### config.mk
export PLATFORM = sky130hd
export DESIGN_NAME = seq_shift_add_multiplier
export DESIGN_NICKNAME = d
export VERILOG_FILES = /design/src/rtl/seq_shift_add_multiplier.sv
export SDC_FILE = /design/constraint.sdc
export NUM_CORES = 1
export LEC_CHECK = 0
export ABC_AREA = 1
export BUFFER_PORTS_ARGS = -buffer_cell sky130_fd_sc_hd__buf_4
export CAP_MARGIN = 15
export CORE_ASPECT_RATIO = 1.75
export CORE_MARGIN = 2
export CORE_UTILIZATION = 35
export DETAILED_ROUTE_END_ITERATION = 10
export HOLD_SLACK_MARGIN = 0.06
export SYNTH_ARGS = -nofsm -noshare
export SYNTH_HDL_FRONTEND = slang
export SYNTH_SLANG_ARGS = --single-unit
### constraint.sdc
create_clock -name Clk -period 2.4 [get_ports Clk]
set_input_delay 0.12 -clock Clk [delete_from_list [all_inputs] [get_ports Clk]]
set_output_delay 0.12 -clock Clk [all_outputs]
set_load 0.02 [all_outputs]
### src/rtl/seq_shift_add_multiplier.sv
// seq_shift_add_multiplier
//   Sequential shift-add multiplier: controller FSM, A/B/X register chain and a (WIDTH+1)-bit
//   add/sub unit in one block. Multiplies the B register by a multiplicand S latched from Bin.
//   SIGNED=1 gives a two's-complement product (X is the sign extension of A); SIGNED=0 gives an
//   unsigned product (X is the carry out of the adder). The product is {Aout, Bout}.
//
// Ports
//   Clk           in   clock, rising edge
//   Reset         in   asynchronous, active-low reset
//   ClearA_LoadB  in   in IDLE: A<=0, X<=0, B<=Bin (has priority over Run)
//   Run           in   level; starts a multiply from IDLE, must drop to leave HALT
//   Bin           in   B load value and multiplicand S
//   Aout          out  A register (product upper half)
//   Bout          out  B register (product lower half)
//   X             out  extension bit above A
//   Busy          out  high in ADD/SHIFT
//   Done          out  high in HALT
//   State         out  0=IDLE 1=ADD 2=SHIFT 3=HALT
module seq_shift_add_multiplier #(
    parameter int unsigned WIDTH  = 8,
    parameter bit          SIGNED = 1'b1
) (
    input  logic             Clk,
    input  logic             Reset,
    input  logic             ClearA_LoadB,
    input  logic             Run,
    input  logic [WIDTH-1:0] Bin,
    output logic [WIDTH-1:0] Aout,
    output logic [WIDTH-1:0] Bout,
    output logic             X,
    output logic             Busy,
    output logic             Done,
    output logic [1:0]       State
);

    localparam int unsigned CW = $clog2(WIDTH);
    localparam logic [CW-1:0] LastCount = CW'(WIDTH - 1);

    typedef enum logic [1:0] {
        StIdle  = 2'd0,
        StAdd   = 2'd1,
        StShift = 2'd2,
        StHalt  = 2'd3
    } state_e;

    state_e           state_q;
    logic [WIDTH-1:0] a_q;
    logic [WIDTH-1:0] b_q;
    logic [WIDTH-1:0] s_q;
    logic             x_q;
    logic [CW-1:0]    count_q;
    logic             busy_q;
    logic             done_q;

    logic [WIDTH:0]   ext_a;
    logic [WIDTH:0]   ext_s;
    logic [WIDTH:0]   sum;
    logic             last_bit;

    assign last_bit = (count_q == LastCount);

    // The last partial product of a two's-complement multiplier carries negative weight,
    // so it is subtracted rather than added.
    always_comb begin
        ext_a = SIGNED ? {a_q[WIDTH-1], a_q} : {1'b0, a_q};
        ext_s = SIGNED ? {s_q[WIDTH-1], s_q} : {1'b0, s_q};
        sum   = (SIGNED && last_bit) ? (ext_a - ext_s) : (ext_a + ext_s);
    end

    always_ff @(posedge Clk or negedge Reset) begin
        if (!Reset) begin
            state_q <= StIdle;
            a_q     <= '0;
            b_q     <= '0;
            s_q     <= '0;
            x_q     <= 1'b0;
            count_q <= '0;
            busy_q  <= 1'b0;
            done_q  <= 1'b0;
        end else begin
            case (state_q)
                StIdle: begin
                    if (ClearA_LoadB) begin
                        a_q <= '0;
                        x_q <= 1'b0;
                        b_q <= Bin;
                    end else if (Run) begin
                        a_q     <= '0;
                        x_q     <= 1'b0;
                        s_q     <= Bin;
                        count_q <= '0;
                        busy_q  <= 1'b1;
                        state_q <= StAdd;
                    end
                end
                StAdd: begin
                    if (b_q[0]) begin
                        {x_q, a_q} <= sum;
                    end
                    state_q <= StShift;
                end
                StShift: begin
                    a_q <= {x_q, a_q[WIDTH-1:1]};
                    b_q <= {a_q[0], b_q[WIDTH-1:1]};
                    // Unsigned: the carry has been shifted into A and must not re-enter.
                    if (!SIGNED) begin
                        x_q <= 1'b0;
                    end
                    if (last_bit) begin
                        busy_q  <= 1'b0;
                        done_q  <= 1'b1;
                        state_q <= StHalt;
                    end else begin
                        count_q <= count_q + 1'b1;
                        state_q <= StAdd;
                    end
                end
                StHalt: begin
                    // Wait for Run to drop so one press yields exactly one multiply.
                    if (!Run) begin
                        done_q  <= 1'b0;
                        state_q <= StIdle;
                    end
                end
                default: begin
                    state_q <= StIdle;
                end
            endcase
        end
    end

    assign Aout  = a_q;
    assign Bout  = b_q;
    assign X     = x_q;
    assign Busy  = busy_q;
    assign Done  = done_q;
    assign State = state_q;

endmodule

==> results of run 1 <==
==> cell type report <==
| type | instances | area (µm²) |
|---|---|---|
| Multi-Input combinational cell | 203 | 1280 |
| Timing Repair Buffer | 44 | 338 |
| Clock buffer | 7 | 86.3 |
| Fill cell | 640 | 3310 |
| Tap cell | 80 | 100 |
| Clock inverter | 1 | 7.51 |
| Sequential cell | 32 | 801 |
| Inverter | 44 | 168 |
==> worst max-delay path: cells and delay by family, from the launching register on <==
family                   cells  cell delay, ps
AO/OA/AOI/OAI                2             390
XOR/XNOR                     1             150
flip-flops                   1             390
buffers and inverters        4             240
AND/OR/NAND/NOR              8             590
adder cells (fa/ha/maj)      2             390
==> cells in the final DEF (no fill, tap or decap), types with 2 or more instances in the layout <==
master	Yosys	layout
clkbuf_8	0	6
a21oi_2	1	2
o22ai_1	3	3
nand2_2	0	3
inv_2	4	8
ha_4	0	6
buf_4	1	41
dfrtp_1	32	32
a21oi_1	9	8
nor2_1	23	22
o21ai_0	9	8
a31oi_1	6	6
nand2_1	86	83
ha_1	15	8
a32o_1	2	2
nor2_2	3	3
nand3_1	15	15
dlygate4sd3_1	0	3
mux2_1	3	3
xor2_1	4	4
inv_1	40	35
o21ai_1	5	6
xnor2_1	3	2
==> repair_timing <==
item                       CTS  global route
setup endpoints to repair    1             6
pin swaps                    1            12
resized for setup            3            24
hold endpoints to repair    33             1
setup buffers                0             2
hold buffers                 2             1
==> registers in the layout (all words and copies together), names as in the netlist <==
name     count
X            1
Aout         8
Bout         8
s_q          8
Done         1
count_q      3
State        2
Busy         1
==> cells by family (layout without fill, tap and decap cells) <==
group | Yosys count | count (layout)
buffers and inverters | 51 | 96
XOR/XNOR | 7 | 7
adder cells (fa/ha/maj) | 16 | 16
AND/OR/NAND/NOR | 133 | 133
AO/OA/AOI/OAI | 43 | 43
flip-flops | 32 | 32
multiplexers | 4 | 4
==> final timing paths <==
path                         from        to  cells past startpoint  slack [ps]
max                        s_q[0]   Aout[7]                     17         150
min in group asynchronous   Reset  State[0]                      2         320
min reg2reg                  Done      Done                      2         510
max reg2reg                s_q[0]   Aout[7]                     17         150
max in group asynchronous   Reset   Bout[1]                      2        1770
min                        Bin[6]    s_q[6]                      2          70
==> power breakdown <==
group          switching [µW]  internal, µW  total, µW
Sequential                232           757        989
Combinational            1430           985       2420
Clock                     204           233        437
==> per-stage QoR <==
stage / setup TNS, ps / util (%)
floorplan: 0 / -
global placement: -49.2 / 41.3
detailed placement: -70.5 / 41.3
CTS: 0 / 43.5
global route: -27.2 / 45.7
finish: 0 / 45.7
==> layer usage <==
| metal | track usage [%] | routed length (µm) | vias to the layer above |
|---|---|---|---|
| met4 | 9.16 | 232 | 0 |
| met2 | 31.9 | 2960 | 42 |
| met5 | 0 | 0 | - |
| met1 | 15.9 | 2010 | 918 |
| met3 | 2.29 | 153 | 17 |
| li1 | - | - | 1002 |
==> reports/results.ini, run 1 <==
[global_route]
grt_pass1_vias=1949
grt_max_degree=33
grt.overflow.total=0
grt_usage_pct=16.3
grt_pass1_wl_mm=8.77
antenna_found_initial=0

[floorplan]
ios=33
dieWidth_um=63.5
rows=38
die-area_um2=6870
die_h_um=108
start_util_pct=35.6
core_um2=6090

[clock_network]
clock_path_buffers=2
numCtsBuffers=5
clkSinkCount=32
cts_tree=yes
clock_latency_ps=280
cts-htree-levels=2
cts-root-buf=clkbuf_8
clk_pin_slew_ps=70

[worst_setup_path]
cp_data_required_time_ps=2580
arrival_ps=2420
crit_path_max_incr_delay_ps=390
critPathCaptureType=register
crit_fanout=5
crit_chain=inv_2 > ha_4 > inv_2 > nor2_4 > nand2_2 > o31ai_4 > xnor2_2 > inv_2 > ha_4 > nand2_2 > inv_1 > a21oi_2 > nand3_1 > nand3_1 > nand2_1 > nand2_1 > nand2_1
criticalPathCategory=register to register
slowest_stage=dfrtp_1
cp-start-kind=register

[synth]
post-synth-top-area-fraction_pct=36.9
synth-main-ff-cell=dfrtp_1
synthAdderAreaFrac_pct=9.57
synth_largest_area_cell=dfrtp_1
synth-compound-area-share_pct=12.8
synth_area_per_cell_um2=7.59
synth_fp_nets=314
yosysMostFrequentCell=nand2_1
ys_ff_latch=32
muxShareOfSynthArea_pct=2.25
synth_cells=286
synth_top_family_by_area=simple AND/OR/NAND/NOR gates
synth_xor_xnor_area_share_pct=2.83
seq_area_frac_synth_pct=36.9
synth-simple-area-share_pct=25.8
yosysWarnings=0
synth_cell_types=38
syn-cell-area_um2=2170
ys_async_sr_fraction_pct=100
synth-edff-count=0
synth_commonest_cells=86 x nand2_1, 40 x inv_1, 32 x dfrtp_1
synth.area.top_cells=dfrtp_1 37%, nand2_1 15%, ha_1 8.7%

[timing]
setup_viol=0
worst_slew_pin_slew_ps=515
fin_ws_ps=153
final_hold_viol_count=0
fin_crit_ps=2250
clock.fmax_mhz=445
rsz0062_at_grt=yes
hold_slack_ps=69.8
period_share_pct=93.6
finalMaxSlewViolations=0
relSlewSlack_pct=65.7
skew_ps=6.42

[pwr]
powerDensity_nw_per_um2=1380
power_uw=3840
ir_worst_vdd_mv=0.594
leakagePower_uw=0.00142

[route]
dr.pass1.iters=4
route.detailed.drc=0
wl_per_cell_um=13.0
routed_via_density=4.82
dr.first_iter.drc_count=52
wl_mm=5.36
postRouteAntennaNets=0
via_count=1979

[finish]
diodes=0
areaGrowthSynthToFinish_pct=28.1
drive_gt1_share_pct=25.1
fin_nets=358
final_area_um2=2780
instances_no_fill=411

[flow_run]
maxCapViolations=0

[place]
io_buffers=32
gp_congestion=0.837
dp_cells=398
dp_hpwl_mm=4.14
place_area_um2=2510
dp_slack_ps=-70.5

[min_path]
hold_class=input port to register

[run_status]
status=finished, final reports clean

Note: power is estimated with default switching activity, not from simulation.
==> inputs of run 2 (changes only) <==
ABC_AREA = unset   (was 1)
==> run 2 against run 1 <==
Against the previous run: sequential cell count unchanged; wire length down 0.62%; critical path depth decreased by 7; maximum frequency down 4.7%; sequential share of layout area is 0.76 points higher; clock skew grew 5.0 ps; power up 10%; setup slack got worse by 110 ps; global-route usage up 0.78 points; synthesized area fell by 4.6%; via count is 5.6% lower; clock-buffer cell count is 2 lower; critical endpoint is now X.
==> reports/results.ini, run 2 <==
[worst_setup_path]
reg2reg_to=X
r2r-start=count_q[1]
criticalPathCategory=register to register
crit_fanout=7  ; +2
cp_data_required_time_ps=2600  ; +20 ps
slowest_stage=dfrtp_1
critPathCaptureType=register
crit_chain=ha_2 > ha_4 > a31oi_4 > xnor2_2 > ha_2 > or3_4 > o21bai_1 > a31oi_1 > xnor2_1 > o31ai_2
rrSetupSlack_ps=40  ; -110 ps
cp-start-kind=register
ff2ff_path_depth=10  ; -7
path_buf_inv=0  ; -4
crit_path_max_incr_delay_ps=400  ; about the same
arrival_ps=2560  ; +140 ps
critical-path-top-delay-family=compound AO/OA/AOI/OAI gates
path_common_cell=ha_2

[finish]
drive_gt1_share_pct=31.0  ; +5.9 points
diodes=0  ; unchanged
mostFrequentLayoutCells=46 x buf_4, 32 x dfrtp_1, 16 x nand2_1, 16 x o21ai_0
areaGrowthSynthToFinish_pct=30.8
final_util_pct=46.8  ; +1.1 points
fin_nets=298  ; -17%
final_common_cell=buf_4

[floorplan]
start_util_pct=35.8  ; +0.13 points
dieWidth_um=62.1  ; -2.2%
rows=37  ; -2.6%
die-area_um2=6570  ; -4.3%
die_h_um=106  ; -2.2%
ios=33  ; unchanged
core_um2=5790  ; -4.9%

[clock_network]
clock_latency_ps=290  ; about the same
cts-root-buf=clkbuf_8
numCtsBuffers=5  ; unchanged
clk_pin_slew_ps=80  ; about the same
clkSinkCount=32  ; unchanged
cts_tree=yes
clock_path_buffers=2  ; unchanged
cts-htree-levels=2  ; unchanged

[timing]
skew_ps=11.4  ; +5.02 ps
period_share_pct=98.3  ; +4.6 points
fin_crit_ps=2360  ; +112 ps
finalMaxSlewViolations=0  ; unchanged
clock.fmax_mhz=424  ; -4.7%
relSlewSlack_pct=71.0  ; +5.4 points
rsz0062_at_grt=yes
final_hold_viol_count=0  ; unchanged
setup_viol=0  ; unchanged
worst_slew_pin_slew_ps=433  ; -81.9 ps

[synth]
synth-edff-count=0  ; unchanged
syn-cell-area_um2=2070  ; -4.6%
post-synth-top-area-fraction_pct=38.7  ; +1.8 points
yosysWarnings=0  ; unchanged
synth_cell_types=41  ; +7.9%
synth_area_per_cell_um2=9.37  ; +24%
ys_async_sr_fraction_pct=100  ; unchanged
synth_cells=221  ; -23%
synth.area.top_cells=dfrtp_1 39%, ha_1 9.1%, o21ai_0 4.6%
yosysMostFrequentCell=dfrtp_1
synth_largest_area_cell=dfrtp_1
synth_fp_nets=249  ; -21%
ys_ff_latch=32  ; unchanged
synth_commonest_cells=32 x dfrtp_1, 19 x o21ai_0, 16 x nand2_1, 16 x nor2_1
synth-main-ff-cell=dfrtp_1
seq_area_frac_synth_pct=38.7  ; +1.8 points

[place]
dp_hpwl_mm=4.13  ; -0.33%
gp_congestion=0.886  ; +5.9%
io_buffers=32  ; unchanged

[pwr]
ir_worst_vdd_mv=0.579  ; -2.5%
leakagePower_uw=0.00119  ; -16%
powerDensity_nw_per_um2=1570  ; +13%
power_uw=4240  ; +10%

[min_path]
hold_class=input port to register
min-delay-start=Bin[2]
hold_depth=2  ; unchanged
worstHoldEndpoint=s_q[2]

[flow_run]
maxCapViolations=0  ; unchanged

[route]
wl_mm=5.33  ; -0.62%
route.detailed.drc=0  ; unchanged
via_count=1868  ; -5.6%
wl_per_cell_um=15.3  ; +17%
routed_via_density=5.35  ; +11%
postRouteAntennaNets=0  ; unchanged
dr.pass1.iters=4  ; unchanged
dr.first_iter.drc_count=40  ; -23%

[global_route]
met2_usage_pct=32.5  ; +0.65 points
use_met1_pct=17.5  ; +1.6 points
grt_pass1_wl_mm=8.87  ; +1.2%
grtUsageMet3_pct=2.67  ; +0.38 points
grt_pass1_vias=1841  ; -5.5%
antenna_found_initial=0  ; unchanged
grt_usage_pct=17.1  ; +0.78 points
grt_max_degree=33  ; unchanged
busiest_layer=met2
grt.overflow.total=0  ; unchanged

[run_status]
status=finished, final reports clean

[run 2: kinds of logic (layout without fill, tap and decap cells)]
kind of cell    count (synthesis)  in the layout  synth area share (%)
compound gates                 81             81                  24.6
simple gates                   48             48                  11.4
flops                          32             32                  38.7
buf+inv                        21             71                  4.41
fa+ha+maj                      16             16                  10.0
xor+xnor                       12             12                  5.08
mux                            11             11                  5.80
[run 2: what timing repair did]
item | in CTS | in global routing
hold endpoints to repair | 33 | 1
endpoints found under the setup margin | 1 | 6
hold buffers | 2 | 1
resized for setup | 1 | 13
pin swaps | 0 | 10
setup buffers | 0 | 3
gates cloned | 0 | 0
[run 2: per-layer routing]
| metal | up-vias | share of wire (%) |
|---|---|---|
| met3 | 12 | 2.4 |
| met4 | 0 | 3.6 |
| met5 | - | 0 |
| li1 | 905 | - |
| met1 | 910 | 37 |
| met2 | 41 | 57 |
[run 2: worst max path at each step]
| stage | from | to | slack [ps] | cells after the start |
|---|---|---|---|---|
| 2_1_floorplan | count_q[0] | X | 30 | 11 |
| 3_3_place_gp | count_q[0] | X | 20 | 10 |
| 3_5_place_dp | s_q[1] | X | 20 | 10 |
| 4_1_cts | count_q[0] | X | 7 | 9 |
| 5_1_grt | count_q[1] | Aout[7] | -80 | 9 |
| 6_report | count_q[1] | X | 40 | 10 |
[run 2: per-stage QoR]
stage	instances	worst slack, ps	setup TNS [ps]	hold WS (ps)	cell area (µm²)
after global routing	349	-82.0	-372	69.8	2710
after global placement	335	23.9	0	95.7	2510
after floorplan	221	30.8	0	-176	2140
after CTS	345	7.23	0	64.9	2630
final	349	41.0	0	69.4	2710
after detailed placement	335	17.0	0	91.9	2510
[run 2: cell type report]
cell class	count	area (µm²)
sequential	32	801
fill	578	3080
timing repair buffer	49	375
clock buffer	5	68.8
multi-input combinational	168	1290
clock inverter	3	23.8
inverter	14	52.6
tap	78	97.6
[run 2: where the power goes]
| group | switching (µW) | internal [µW] | total, µW |
|---|---|---|---|
| Sequential | 257 | 774 | 1030 |
| Combinational | 1470 | 1300 | 2770 |
| Clock | 232 | 205 | 437 |
==> inputs of run 3 (changes only) <==
RECOVER_POWER = 25   (was unset)
clock period = 2.7 ns   (was 2.4 ns; I/O delays follow)
==> run 3 against run 2 <==
Against the previous run: power fell by 18%; via count fell by 2.8%; clock-buffer cell count unchanged; cell area shrank 7.0%; the run now ends with capacitance limit, slew limit left; critical path type unchanged; critical path depth is 1 lower.
==> reports/results.ini, run 3 (same netlist as run 2, synthesis figures left out) <==
[worst_setup_path]
ff2ff_path_depth=9  ; -1
arrival_ps=2650  ; +90 ps
rrSetupSlack_ps=230  ; +190 ps
cp-start-kind=register
r2r-start=count_q[0]
critPathCaptureType=register
crit_fanout=8  ; +1
reg2reg_to=Aout[7]
criticalPathCategory=register to register
cp_data_required_time_ps=2880  ; +280 ps

[finish]
areaGrowthSynthToFinish_pct=21.6
filler_cell_count=584  ; +1.0%
mostFrequentLayoutCells=36 x buf_4, 32 x dfrtp_1, 19 x o21ai_0, 16 x nor2_1, 16 x nand2_1
multiInputGateArea_um2=1190  ; -7.7%
instances_no_fill=338  ; -3.2%
drive_gt1_share_pct=23.1  ; -7.9 points
fin_nets=287  ; -3.7%
final-seq-area_um2=801  ; unchanged
diodes=0  ; unchanged
final_common_cell=buf_4

[route]
route.detailed.drc=0  ; unchanged
wl_mm=5.26  ; -1.3%
dr.first_iter.drc_count=48  ; +20%
wl_per_cell_um=15.6  ; +1.9%
routed_via_density=5.37  ; +0.32%
via_count=1815  ; -2.8%
postRouteAntennaNets=0  ; unchanged
dr.pass1.iters=4  ; unchanged

[min_path]
worstHoldEndpoint=s_q[4]
min-delay-start=Bin[4]
hold_class=input port to register
hold_depth=2  ; unchanged

[timing]
finalMaxSlewViolations=33  ; +33
fin_ws_ps=228  ; +187 ps
skew_ps=9.14  ; -2.30 ps
worst_slew_pin_slew_ps=1790  ; +1350 ps
rsz0062_at_grt=no
final_hold_viol_count=0  ; unchanged
period_share_pct=91.5  ; -6.8 points
clock.fmax_mhz=405  ; -4.6%
relSlewSlack_pct=-19.0  ; -90 points
fin_crit_ps=2470  ; +113 ps
setup_viol=0  ; unchanged
setup_tns_ps=0  ; unchanged

[floorplan]
die_h_um=106  ; unchanged
rows=37  ; unchanged
dieWidth_um=62.1  ; unchanged
start_util_pct=35.8  ; unchanged
die-area_um2=6570  ; unchanged
core_um2=5790  ; unchanged
ios=33  ; unchanged

[pwr]
power_switching_uw=1650  ; -16%
clkPwrFrac_pct=11.1  ; +0.8 points
ir_worst_vdd_mv=0.520  ; -10%
internal-power_uw=1830  ; -20%
seq_power_share_pct=26.8  ; +2.5 points
powerDensity_nw_per_um2=1380  ; -12%
combPwrFrac_pct=62.1  ; -3.3 points
leakagePower_uw=0.00112  ; -5.2%
p_sw_share_pct=47.4  ; +1.3 points

[place]
dp_cells=329  ; -1.8%
io_buffers=32  ; unchanged
gp_congestion=0.853  ; -3.7%
dp_hpwl_mm=4.02  ; -2.6%
dp_slack_ps=83.1  ; +66.0 ps

[run_status]
status=finished, violations left
violations=capacitance limit, slew limit

[clock_network]
clk_pin_slew_ps=80  ; about the same
clock_path_buffers=2  ; unchanged
cts_tree=yes
cts-root-buf=clkbuf_8
clock_latency_ps=290  ; about the same
cts-htree-levels=2  ; unchanged
numCtsBuffers=5  ; unchanged
clkSinkCount=32  ; unchanged

[global_route]
grt_pass1_vias=1793  ; -2.6%
antenna_found_initial=0  ; unchanged
grt_pass1_wl_mm=8.77  ; -1.2%
grt.overflow.total=0  ; unchanged
grt_max_degree=33  ; unchanged
grt_usage_pct=16.9  ; -0.17 points

[flow_run]
maxCapViolations=1  ; +1

## run 3: through the flow
step	hold WS [ps]	total power [µW]	cell area [µm²]	utilization, %
after floorplan	-161	2430	2070	-
after global placement	108	3050	2410	41.6
after detailed placement	107	3070	2410	41.6
after CTS	70.4	3470	2510	43.4
after global routing	70.5	3790	2520	43.5
final	77.0	3470	2520	43.5
## run 3: final cells by class
class	count	area share, %
Clock buffer	5	2.73
Timing Repair Buffer	38	11.3
Clock inverter	3	0.944
Multi-Input combinational cell	168	47.3
Tap cell	78	3.88
Inverter	14	2.09
Sequential cell	32	31.8
## run 3: worst max path at each step
stage,start,end,depth (start not counted)
4_1_cts,count_q[0],X,9
2_1_floorplan,count_q[0],Aout[3],10
6_report,count_q[0],Aout[7],9
5_1_grt,count_q[0],Aout[7],9
3_5_place_dp,count_q[0],X,9
3_3_place_gp,count_q[0],X,9
## run 3: critical path, cell delays in order, from the launching register on
cell     delay [ps]
dfrtp_1         380
ha_1            160
ha_2            270
mux2i_2         280
ha_1            260
nor2b_1         140
o31a_1          280
o32ai_1         320
xor2_1          190
o22ai_1          90
## run 3: timing repair
item	in CTS	in global routing
hold endpoints to repair	32	0
hold buffers	1	0
buffers inserted	0	0
endpoints found under the setup margin	0	6
gates resized for setup	0	3
## run 3: routing by layer
metal	vias to the layer above	GRT usage [%]	share of wire (%)
met5	-	0	0
met4	0	10.5	5.1
met3	15	3.20	3.3
met2	41	31.1	53
met1	868	17.4	39
li1	891	-	-
## run 3: power by group through the flow
stage                     Combinational, µW  Clock [µW]  Sequential, µW
final                                  2160         385             930
after global routing                   2410         417             962
after CTS                              2140         396             930
after detailed placement               2130           0             940
after global placement                 2110           0             935
after floorplan                        1410           0            1020
